File: config.mk
export PLATFORM = sky130hd
export DESIGN_NAME = tmds_lane_encoder
export DESIGN_NICKNAME = d
export VERILOG_FILES = /design/src/rtl/tmds_pkg.sv /design/src/rtl/tmds_qm_stage.sv /design/src/rtl/tmds_lane_encoder.sv
export SDC_FILE = /design/constraint.sdc
export NUM_CORES = 1
export LEC_CHECK = 0
export ABC_AREA = 1
export CAP_MARGIN = 20
export CELL_PAD_IN_SITES_DETAIL_PLACEMENT = 1
export CELL_PAD_IN_SITES_GLOBAL_PLACEMENT = 1
export CORE_ASPECT_RATIO = 0.75
export CORE_MARGIN = 3
export CORE_UTILIZATION = 47
export CTS_BUF_LIST = sky130_fd_sc_hd__clkbuf_8
export DETAILED_ROUTE_END_ITERATION = 16
export PLACE_DENSITY = 0.89
export SLEW_MARGIN = 20
export SYNTH_ARGS = -nofsm -noshare
export SYNTH_HDL_FRONTEND = slang
export SYNTH_SLANG_ARGS = --single-unit
File: constraint.sdc
create_clock -name video_clk_pix -period 3.98 [get_ports video_clk_pix]
set_input_delay 0.796 -clock video_clk_pix [delete_from_list [all_inputs] [get_ports video_clk_pix]]
set_output_delay 0.796 -clock video_clk_pix [all_outputs]
set_load 0.02 [all_outputs]
File: src/rtl/tmds_pkg.sv
// Shared definitions for the TMDS lane encoder.
//   tmds_mode_e  : lane period type, carried through the stage-1 register
//   CTRL_CODE    : control-period symbols indexed by {c1,c0}
//   TERC4_CODE   : data-island symbols indexed by the 4-bit nibble
//   VGUARD_CODE  : video guard-band symbol per channel
//   IGUARD_CODE  : island guard-band symbol per channel (ch0 entry unused)
//   n_ones8()    : population count of a byte
package tmds_pkg;

  typedef enum logic [2:0] {
    MODE_CTRL   = 3'd0,
    MODE_VIDEO  = 3'd1,
    MODE_VGUARD = 3'd2,
    MODE_ISLAND = 3'd3,
    MODE_IGUARD = 3'd4
  } tmds_mode_e;

  localparam logic [9:0] CTRL_CODE [4] = '{
    10'b1101010100, 10'b0010101011, 10'b0101010100, 10'b1010101011
  };

  localparam logic [9:0] TERC4_CODE [16] = '{
    10'b1010011100, 10'b1001100011, 10'b1011100100, 10'b1011100010,
    10'b0101110001, 10'b0100011110, 10'b0110001110, 10'b0100111100,
    10'b1011001100, 10'b0100111001, 10'b0110011100, 10'b1011000110,
    10'b1010001110, 10'b1001110001, 10'b0101100011, 10'b1011000011
  };

  localparam logic [9:0] VGUARD_CODE [3] = '{
    10'b1011001100, 10'b0100110011, 10'b1011001100
  };

  // Channel 0 island guard carries hsync/vsync through TERC4, so its entry
  // here is unused and never selected.
  localparam logic [9:0] IGUARD_CODE [3] = '{
    10'b0000000000, 10'b0100110011, 10'b0100110011
  };

  function automatic logic [3:0] n_ones8(input logic [7:0] v);
    logic [3:0] n;
    n = '0;
    for (int i = 0; i < 8; i++) n = n + 4'(v[i]);
    return n;
  endfunction

endpackage

File: src/rtl/tmds_qm_stage.sv
// Stage 1 of the TMDS video path: transition-minimised word q_m and its
// ones count, both registered.
//   clk, rst_n : pixel clock, asynchronous active-low reset
//   vd_i       : 8-bit video data
//   qm_o       : registered q_m[8:0]; bit 8 = 1 means XOR chaining was used
//   n1_o       : registered number of ones in q_m[7:0]
module tmds_qm_stage
  import tmds_pkg::*;
(
  input  logic       clk,
  input  logic       rst_n,
  input  logic [7:0] vd_i,
  output logic [8:0] qm_o,
  output logic [3:0] n1_o
);

  logic [3:0] n1_vd;
  logic       use_xnor;
  logic [8:0] qm_d;
  logic [3:0] n1_d;
  logic [8:0] qm_q;
  logic [3:0] n1_q;

  // NOTE: every signal written in an always_comb gets a default before any
  // branch, otherwise an unassigned path infers a latch.
  always_comb begin
    qm_d     = '0;
    n1_vd    = n_ones8(vd_i);
    // The tie-break on vd[0] keeps the choice deterministic at N1 == 4.
    use_xnor = (n1_vd > 4'd4) || ((n1_vd == 4'd4) && !vd_i[0]);
    qm_d[0]  = vd_i[0];
    for (int i = 1; i < 8; i++) begin
      qm_d[i] = use_xnor ? ~(qm_d[i-1] ^ vd_i[i]) : (qm_d[i-1] ^ vd_i[i]);
    end
    qm_d[8]  = ~use_xnor;
    n1_d     = n_ones8(qm_d[7:0]);
  end

  // NOTE: clocked state uses non-blocking assignments so every register
  // samples pre-edge values regardless of process ordering.
  always_ff @(posedge clk or negedge rst_n) begin
    if (!rst_n) begin
      qm_q <= '0;
      n1_q <= '0;
    end else begin
      qm_q <= qm_d;
      n1_q <= n1_d;
    end
  end

  assign qm_o = qm_q;
  assign n1_o = n1_q;

endmodule

File: src/rtl/tmds_lane_encoder.sv
// One HDMI TMDS lane: DVI 8b/10b video with running disparity, plus control,
// video guard, TERC4 data island and island guard periods. Two-stage
// pipeline, one symbol per pixel clock, 2 cycles input-to-output.
//   video_clk_pix, video_rst_n : pixel clock, asynchronous active-low reset
//   mode      : period type (tmds_mode_e encoding; 5..7 treated as control)
//   vd        : video byte          cd  : control bits {c1,c0}
//   aux       : TERC4 nibble        tmds: 10-bit symbol, bit 0 first
//   disparity : running disparity after the symbol currently on tmds
module tmds_lane_encoder
  import tmds_pkg::*;
#(
  parameter int CHANNEL     = 0,
  parameter int CNT_W       = 5,
  parameter int INVERT_LANE = 0
) (
  input  logic             video_clk_pix,
  input  logic             video_rst_n,
  input  logic [2:0]       mode,
  input  logic [7:0]       vd,
  input  logic [1:0]       cd,
  input  logic [3:0]       aux,
  output logic [9:0]       tmds,
  output logic [CNT_W-1:0] disparity
);

  localparam logic signed [CNT_W-1:0] ZERO  = '0;
  localparam logic signed [CNT_W-1:0] TWO   = CNT_W'(2);
  localparam logic signed [CNT_W-1:0] EIGHT = CNT_W'(8);
  localparam logic [9:0] TMDS_RST = (INVERT_LANE != 0) ? ~CTRL_CODE[0] : CTRL_CODE[0];

  // ---------------- stage 1 ----------------
  tmds_mode_e mode_d, mode_q;
  logic [1:0] cd_q;
  logic [3:0] aux_q;
  logic [8:0] qm;
  logic [3:0] n1;

  tmds_qm_stage u_qm (
    .clk   (video_clk_pix),
    .rst_n (video_rst_n),
    .vd_i  (vd),
    .qm_o  (qm),
    .n1_o  (n1)
  );

  always_comb begin
    case (mode)
      MODE_VIDEO, MODE_VGUARD, MODE_ISLAND, MODE_IGUARD: mode_d = tmds_mode_e'(mode);
      default:                                           mode_d = MODE_CTRL;
    endcase
  end

  always_ff @(posedge video_clk_pix or negedge video_rst_n) begin
    if (!video_rst_n) begin
      mode_q <= MODE_CTRL;
      cd_q   <= '0;
      aux_q  <= '0;
    end else begin
      mode_q <= mode_d;
      cd_q   <= cd;
      aux_q  <= aux;
    end
  end

  // ---------------- stage 2 ----------------
  logic signed [CNT_W-1:0] cnt_d, cnt_q;
  logic signed [CNT_W-1:0] n1_s, d_s;
  logic [9:0] sym, tmds_d, tmds_q;
  logic       q8, cnt_zero, cnt_neg, d_zero, d_neg;

  always_comb begin
    sym      = CTRL_CODE[cd_q];
    cnt_d    = ZERO;
    q8       = qm[8];
    // d = N1 - N0 = 2*N1 - 8, computed modulo 2^CNT_W.
    n1_s     = signed'(CNT_W'(n1));
    d_s      = (n1_s <<< 1) - EIGHT;
    cnt_zero = (cnt_q == ZERO);
    cnt_neg  = cnt_q[CNT_W-1];
    d_zero   = (d_s == ZERO);
    d_neg    = d_s[CNT_W-1];
    case (mode_q)
      MODE_VIDEO: begin
        if (cnt_zero || d_zero) begin
          sym   = {~q8, q8, q8 ? qm[7:0] : ~qm[7:0]};
          cnt_d = q8 ? (cnt_q + d_s) : (cnt_q - d_s);
        end else if (cnt_neg == d_neg) begin
          // Running disparity and this word lean the same way: invert it.
          sym   = {1'b1, q8, ~qm[7:0]};
          cnt_d = cnt_q + (q8 ? TWO : ZERO) - d_s;
        end else begin
          sym   = {1'b0, q8, qm[7:0]};
          cnt_d = cnt_q + d_s - (q8 ? ZERO : TWO);
        end
      end
      MODE_VGUARD: sym = VGUARD_CODE[CHANNEL];
      MODE_ISLAND: sym = TERC4_CODE[aux_q];
      MODE_IGUARD: sym = (CHANNEL == 0) ? TERC4_CODE[{2'b11, cd_q}] : IGUARD_CODE[CHANNEL];
      default:     sym = CTRL_CODE[cd_q];
    endcase
    tmds_d = (INVERT_LANE != 0) ? ~sym : sym;
  end

  always_ff @(posedge video_clk_pix or negedge video_rst_n) begin
    if (!video_rst_n) begin
      tmds_q <= TMDS_RST;
      cnt_q  <= ZERO;
    end else begin
      tmds_q <= tmds_d;
      cnt_q  <= cnt_d;
    end
  end

  assign tmds      = tmds_q;
  assign disparity = cnt_q;

endmodule

Word-level counts from Yosys, hierarchy flattened
Memory sizes are Yosys's and may differ from the RTL's.
Index checks and enable logic that the tools add are counted.
{ "classes": {"n_mul": 0, "n_reduce_logical": 7, "n_div": 0, "n_eq_ne": 10, "muxes": 25, "n_shift": 0, "order_cmp": 4, "addsub": 20, "n_bitwise": 20} }
{ "ops": {"columns": ["op", "n"], "rows": [
  ["$mux 10", 8],
  ["$add 4x1->4", 12],
  ["$pmux 10 s4", 1],
  ["$bmux 10 s2", 1],
  ["$mux 5", 4],
  ["$eq 3x2->1 const B", 4],
  ["$ge 5x5->1 const B", 2],
  ["$logic_not 5->1", 2],
  ["$not 4->5", 2],
  ["$sub 5x5->5", 2],
  ["$not 1->1", 9],
  ["$mux 8", 1],
  ["$not 8->8", 1],
  ["$mux 1", 7],
  ["$xor 1x1->1", 7],
  ["$eq 3x1->1 const B", 2],
  ["$eq 3x3->1 const B", 2],
  ["$add 5x3->5", 1],
  ["$add 5x5->5", 1],
  ["$sub 5x3->5", 1],
  ["$sub 5x5->5 const B", 1],
  ["$add 1x1->2", 2],
  ["$eq 4x3->1 const B", 1],
  ["$gt 4x3->1 const B", 1],
  ["other kinds (9)", 11]
]} }
{ "totals": {"elab_cells": 95, "mem_bits_ro": 320, "memories": 2, "inputBits": 19, "output_inout_bits": 15, "mem_bits_rw": 0, "register_bits": 37, "latch_bits": 0} }
{ "memory_table": {"columns": ["memory", "words", "word_bits", "read_ports", "rd_ports_with_merged_regs", "write_ports", "line_no", "text"], "rows": [
  ["(name not given)", 16, 10, 1, 0, 0, "tmds_lane_encoder.sv:98", "MODE_IGUARD: sym = (CHANNEL == 0) ? TERC4_CODE[{2'b11, cd_q}] : IGUARD_CODE[CHANNEL];"],
  ["(name not given)", 16, 10, 1, 0, 0, "tmds_lane_encoder.sv:97", "MODE_ISLAND: sym = TERC4_CODE[aux_q];"]
]} }

Logic depth before layout (Yosys ltp)
Gate-level depths: netlist of the first run.
{ "logic_depth": {"ltp_word": 30, "mapped_depth": 22, "mapped_depth_nobuf": 22} }

Hierarchy
A second synthesis of the first run with hierarchy kept.
{ "hier_totals": {"hier_cells": 405, "hier_area_um2": 3169.3} }
{ "by_module_without_submodules": {"columns": ["mod", "cells_each", "area_per_inst_um2", "instances", "seq_area_each_um2"], "rows": [
  ["tmds_lane_encoder", 298, 2190.9, 1, 581.8],
  ["tmds_qm_stage", 107, 978.4, 1, 325.3]
]} }

Worst setup path after synthesis of the first run
OpenSTA, ideal clock, no wires.
{ "synth_path": {"kind": "input -> register", "startpoint": "input port vd[0]", "endpoint": "register u_qm.n1_q[2] (netlist: u_qm.n1_o[2])", "t_arrival_ns": 5.686, "slack_ns": -1.829, "n_path_buf": 0, "required_ns": 3.857, "path_stages": 21, "setup_time_ns": 0.123, "path_cell_list": "ha_1 inv_1 fa_1 fa_1 inv_1 fa_1 fa_1 nor2_1 nand2_1 nand2_1 nand2_4 xor2_1 ha_1 inv_1 fa_1 inv_1 fa_1 inv_1 fa_1 fa_1 xnor2_1"} }
{ "synth_via": {"elab_chain_len": 30, "elab_cells_between_ends": 40, "cone_classes": "14 x add/sub; 1 x order compare; 1 x eq/ne; 7 x mux; 14 x bitwise; 3 x reduce/logical"} }
{ "synth_lines": {"columns": ["element", "line_no", "text"], "rows": [
  ["start, declared", "tmds_lane_encoder.sv:19", "input logic [7:0] vd,"],
  ["branches (longest 10 deep; another with $add 4x1->4)", null, null],
  ["$mux 1 (*)", "tmds_qm_stage.sv:33", "qm_d[i] = use_xnor ? ~(qm_d[i-1] ^ vd_i[i]) : (qm_d[i-1] ^ vd_i[i]);"],
  ["via u_qm.qm_d[1]", "tmds_qm_stage.sv:19", "logic [8:0] qm_d;"],
  ["branches (longest 18 deep; another with $add 4x1->4)", null, null],
  ["$add 4x1->4 (*)", "tmds_pkg.sv:42", "for (int i = 0; i < 8; i++) n = n + 4'(v[i]);"],
  ["via u_qm.n1_d[2]", "tmds_qm_stage.sv:20", "logic [3:0] n1_d;"],
  ["end signal, assigned", "tmds_qm_stage.sv:47", "n1_q <= n1_d;"],
  ["end, declared", "tmds_qm_stage.sv:22", "logic [3:0] n1_q;"]
]} }
Mark *: on every way through the listed nets, which the timed path passes.

Final worst setup path of the first run
{ "layout_path": {"startpoint": "input port vd[0]", "endpoint": "register u_qm.n1_q[1] (netlist: u_qm.n1_o[1])"} }
Same word-level chain as after synthesis.

==> results of run 1 <==
-- cell type report --
type	count	area [µm²]
Clock buffer	5	68.82
Clock inverter	3	42.54
Multi-Input combinational cell	251	1819
Fill cell	691	2213
Timing Repair Buffer	64	559.3
Tap cell	78	97.59
Inverter	62	237.7
Sequential cell	36	907.1
-- cell families after synthesis --
group / Yosys count / synth area share
AND/OR/NAND/NOR: 136 / 0.2105
buffers and inverters: 68 / 0.09168
AO/OA/AOI/OAI: 51 / 0.1031
adder cells (fa/ha/maj): 44 / 0.2199
flip-flops: 36 / 0.3077
XOR/XNOR: 19 / 0.06579
other: 1 / 0.001272
-- through the flow --
stage          cell area, µm²  worst slack, ns  utilization
5_1_grt                  3732           -1.939       0.6277
4_1_cts                  3680           -2.044       0.6189
2_1_floorplan            2970           -1.662            -
3_5_place_dp             3513           -2.500       0.5909
6_report                 3732           -1.811       0.6277
3_3_place_gp             3513           -2.193       0.5909
-- per-layer routing --
metal,vias up,global-route usage,part of all wire
met2,88,0.4601,0.50
met3,21,0.04592,0.048
met5,-,0,0
li1,1250,-,-
met4,0,0.09831,0.024
met1,1366,0.3041,0.43
-- power by group through the flow --
stage | clock network [µW] | logic (µW) | registers (µW)
finish | 340 | 1820 | 574
detailed placement | 0 | 1620 | 579
global route | 361 | 2020 | 589
CTS | 343 | 1700 | 573
floorplan | 0 | 1070 | 595
global placement | 0 | 1470 | 573
-- flip-flops by register name, summed over array words and instances (netlist names) --
register	cells
mode_q	3
aux_q	4
cd_q	2
u_qm.n1_o	4
disparity	4
tmds	10
u_qm.qm_o	9
-- synth_stat cells (all sizes together), types with 4 or more instances --
cell type / instances
buf: 6
dfrtp: 31
nand4: 4
inv: 61
a21oi: 17
nor2: 24
o211ai: 9
fa: 13
o21ai: 21
nand2: 75
xor2: 10
dfstp: 5
nand3: 24
xnor2: 7
ha: 31
-- what timing repair did --
| action | in CTS | in global routing |
|---|---|---|
| resized for setup | 19 | 10 |
| pin swaps | 14 | 16 |
| endpoints found under the setup margin | 7 | 7 |
| buffers inserted | 6 | 5 |
-- final timing paths --
path,startpoint,endpoint,slack [ns],cells past startpoint
worst max register to register,u_qm.qm_o[8],disparity[3],1.44,9
worst max-delay path,vd[0],u_qm.n1_o[1],-1.81,22
max in group asynchronous,video_rst_n,disparity[4],2.89,1
worst min register to register,u_qm.qm_o[5],tmds[5],0.65,4
min in group video_clk_pix,u_qm.qm_o[5],tmds[5],0.65,4
worst min-delay path,video_rst_n,u_qm.qm_o[3],0.57,1
==> impl_results.md, run 1 <==
* Status: complete, but fails checks
* Violated checks: setup timing
* First-pass GRT wire length at 14,150 µm
* Crit-path leading delay family: adder cells
* H-tree Lvls at 2
* Internal power at 1395 µW
* Cell mode on critical path: inv_2
* Routed WL at 8938 µm
* Yosys warnings at 0
* Commonest non-fill, non-tap cells in the layout: nand2_1, inv_1, buf_4
* RSZ-0062 raised after global routing: true
* CP Launch Type: primary input
* Drt initial violations at 208
* Number of I/O port buffers at 32
* DR pass1 iterations at 4
* Routed len/inst at 17.91 µm
* Hold Fails Final Rpt at 0
* P per Cell Area at 732.0 mW/mm²
* Initial antenna violation count at 0
* Sw Ratio at 0.4895
* Fin worst setup slack at -1.811 ns
* Finished Layout Cells at 499
* CTS Hold Bufs at 0
* Ports at 34
* Synth cell types at 35
* GRT overflow at 0
* Fraction of layout instances using a drive strength above 1 at 0.1948
* Synth top area share at 0.2632
* CP Max Fanout at 2
* Clk slew on worst S/H paths at 0.09 ns
* Final ANT Viol Nets at 0
* Fin Hold WS at 0.5684 ns
* CTS tree: done
* Synth Register Bits at 36
* Pin count of the biggest net entering global routing at 37
* Required @ worst endpoint at 4.19 ns
* Commonest non-fill, non-tap cell in the layout: nand2_1
* WP buf/inv at 7
* Setup CP Type: primary input to flop
* NetSw at 1337 µW
* Critical-path cell list: buf_8 -> ha_4 -> inv_2 -> fa_1 -> fa_1 -> inv_2 -> fa_2 -> fa_1 -> nor2_2 -> nand2_1 -> nand2_2 -> nand2_4 -> xor2_2 -> ha_1 -> inv_2 -> fa_1 -> inv_2 -> fa_1 -> inv_2 -> fa_2 -> fa_2 -> inv_2
* Placed Instances at 481
* Initial core utilization at 0.4958
* Arrival @ worst endpoint at 6.00 ns
* P_leak at 0.001889 µW
* Mapped Cells at 355
* Clk sink count at 36
* Sequential power share at 0.210
* Routed vias at 2,725
* Max Cap Violations at 0
* Vias in the first global route at 2,869
* Pins Over Slew Limit at 0
* Top post-synthesis cells by area: dfrtp_1, ha_1, nand2_1, fa_1, inv_1
* Core footprint at 0.005946 mm²
* Clock buffer count from CTS at 5
* Area Overhead vs Synth at 26.61%
* Syn_area_per_cell at 8.304 µm²
* TNS Setup at -6.888 ns
* Crit-path max cell delay at 0.56 ns
* Clock Skew at 0.01165 ns
* Diode count at 0
* CP Capture Type: flop
* Die area at 0.007268 mm²
* Fin nets at 483
* Least-Margin Pin Slew at 0.8558 ns
* CTS max path bufs at 2
* All-Layer GR Usage at 0.2528
* Yosys top cell by area: dfrtp_1
* Worst-case headroom to the max-slew limit at 0.4263
* Skew-Pair Late Insertion Delay at 0.32 ns
* Worst path slowest cell: fa_2
* Sequential share of the synthesized area at 0.3077
* # rows at 24
* Vias per cell at 5.461
* Clock network fraction of design power at 0.124
* Residual DRC at 0
* Synth async-reset ratio at 1.000
* Final setup fails at 7
* Peak Freq at 0.1727 GHz
* EDFF count, synth at 0
* Min-Delay Path Class: primary input to asynchronous set/reset pin
* Die Wd at 97.45 µm
* Ys flop type: dfrtp_1
* Mapped Nets at 418
* RePlAce Congestion at 0.8773
* Minimum clock period at 5.791 ns
* Crit share post-route at 1.455
* Root Buffer: clkbuf_8
* Comb power frac at 0.666
* Total power draw at 2732 µW
* Die H at 74.59 µm
* DP HPWL at 6648 µm
* Peak supply drop at 0.3861 mV
* Syn Std Cell Area at 0.002948 mm²
No activity file was read; power rests on OpenSTA's default activity.
==> inputs of run 2 (changes only) <==
- ABC_CLOCK_PERIOD_IN_PS: not set -> 3980
==> results of run 2 <==
The final DEF is identical to that of run 1; final timing and power are the same.
==> inputs of run 3 (changes only) <==
- CTS_CLUSTER_SIZE: not set -> 25
- MAX_ROUTING_LAYER: not set -> met4
==> run 3 against run 2 <==
The flow still finishes with violations (setup timing); non-clock buffer count unchanged; final area is the same; register-to-register slack better by 0.02 ns; wire length decreased by 0.56%; die area stayed put; clock skew down 0.0025 ns; combinational power barely moved; flip-flop and latch count is the same; critical endpoint unchanged; largest power group unchanged; highest routed layer unchanged.
==> impl_results.md, run 3 (same netlist as run 1, synthesis figures left out) <==
* Placed Instances at 481
* Finished Layout Cells at 499
* Pins Over Slew Limit at 0
* Clock Skew at 0.009193 ns
* Total power draw at 2730 µW
* CP Capture Type: flop
* All-Layer GR Usage at 0.2607
* Residual DRC at 0
* Fin worst setup slack at -1.813 ns
* Arrival @ worst endpoint at 6.00 ns
* Final setup fails at 7
* Fin nets at 483
* # fillers at 691
* Vias per cell at 5.415
* Die Wd at 97.45 µm
* GRT overflow at 0
* Number of I/O port buffers at 32
* Routed vias at 2,702
* Commonest non-fill, non-tap cells in the layout: nand2_1, inv_1, buf_4
* P_leak at 0.001889 µW
* RR Startpoint: u_qm.qm_o[8]
* Ports at 34
* Critical-path cell list: buf_8 -> ha_4 -> inv_2 -> fa_1 -> fa_1 -> inv_2 -> fa_2 -> fa_1 -> nor2_2 -> nand2_1 -> nand2_2 -> nand2_4 -> xor2_2 -> ha_1 -> inv_2 -> fa_1 -> inv_2 -> fa_1 -> inv_2 -> fa_2 -> fa_2 -> inv_2
* Die area at 0.007268 mm²
* Min-Delay Path Class: primary input to asynchronous set/reset pin
* Setup crit start: vd[0]
* Least-Margin Pin Slew at 0.8777 ns
* Max FFs per register at 10
* DR pass1 iterations at 4
* Skew-Pair Late Insertion Delay at 0.31 ns
* Crit share post-route at 1.455
* Clock buffer count from CTS at 5
* Cell mode on critical path: inv_2
* Peak Freq at 0.1726 GHz
* Fraction of layout instances using a drive strength above 1 at 0.1948
* H-tree Lvls at 2
* Setup CP Type: primary input to flop
* Worst-case headroom to the max-slew limit at 0.4116
* First-pass GRT wire length at 14,120 µm
* Initial antenna violation count at 0
* Routed WL at 8888 µm
* RSZ-0062 raised after global routing: true
* Pin count of the biggest net entering global routing at 37
* Core Util, Final at 0.6277
* Diode count at 0
* CP Launch Type: primary input
* Crit-path max cell delay at 0.56 ns
* Final ANT Viol Nets at 0
* Drt initial violations at 212
* Area Overhead vs Synth at 26.61%
* Core footprint at 0.005946 mm²
* Commonest non-fill, non-tap cell in the layout: nand2_1
* Status: complete, but fails checks
* Minimum clock period at 5.793 ns
* Peak supply drop at 0.3883 mV
* Violated checks: setup timing
* Routed len/inst at 17.81 µm
* Vias in the first global route at 2,884
* Die H at 74.59 µm
* CTS max path bufs at 2
* CTS tree: done
* Fin Hold WS at 0.5693 ns
* CP Max Fanout at 2
* Clk sink count at 36
* Worst path slowest cell: fa_2
* Clk slew on worst S/H paths at 0.09 ns
* Hold Fails Final Rpt at 0
* RePlAce Congestion at 0.8918
* Design Area, Final at 0.003732 mm²
* P per Cell Area at 731.6 mW/mm²
* Area after DPL at 0.003513 mm²
* Root Buffer: clkbuf_8
* DP HPWL at 6648 µm
* Reg2Reg Depth at 9
* Max Cap Violations at 0
* # rows at 24
* Initial core utilization at 0.4958
* Required @ worst endpoint at 4.18 ns
==> run 3: cell counts in the layout (fill, tap and decap cells not counted) <==
No cell type changed its count.
==> run 3: through the flow <==
| step | setup TNS (ns) | setup slack, ns |
|---|---|---|
| 4_1_cts | -7.741 | -2.044 |
| 2_1_floorplan | -5.781 | -1.662 |
| 5_1_grt | -7.852 | -1.940 |
| 6_report | -6.862 | -1.813 |
| 3_3_place_gp | -8.908 | -2.193 |
| 3_5_place_dp | -10.76 | -2.500 |
==> run 3: timing repair <==
action	CTS	global route
gates cloned	0	0
setup endpoints to repair	7	7
hold buffers	0	0
gates resized for setup	19	10
pin swaps	14	16
buffers inserted	6	5
==> run 3: critical path: cells and delay by family <==
| family | cells | cell delay [ns] |
|---|---|---|
| fa+ha+maj | 10 | 4.28 |
| xor+xnor | 1 | 0.16 |
| buf+inv | 7 | 0.36 |
| simple gates | 4 | 0.40 |
==> run 3: path summary, 6_finish.rpt <==
| path | endpoint | slack [ns] |
|---|---|---|
| min in group video_clk_pix | tmds[5] | 0.65 |
| min reg2reg | tmds[5] | 0.65 |
| max | u_qm.n1_o[1] | -1.81 |
| max reg2reg | disparity[3] | 1.46 |
| min | u_qm.qm_o[3] | 0.57 |
| max in group asynchronous | disparity[4] | 2.89 |
==> run 3: layer usage <==
| metal | GRT usage | wire, µm | up-vias |
|---|---|---|---|
| met5 | - | 0 | - |
| met4 | 0.1075 | 246 | 0 |
| met3 | 0.04030 | 389 | 23 |
| met2 | 0.4601 | 4425 | 79 |
| met1 | 0.3029 | 3827 | 1351 |
| li1 | - | - | 1249 |
==> run 3: layout make-up <==
cell class              instances  area, µm²  area share
clock buffers                   5      68.82     0.01844
clock inverters                 3      42.54     0.01140
inverters                      62      237.7     0.06369
multi-input cells             251       1819      0.4874
flip-flops and latches         36      907.1      0.2430
well taps                      78      97.59     0.02615
repair buffers                 64      559.3      0.1498
==> run 3: power by group <==
part | switching [µW] | total (µW) | internal (µW)
Sequential | 100 | 573 | 473
Combinational | 1080 | 1820 | 736
Clock | 153 | 338 | 185
Total | 1340 | 2730 | 1390
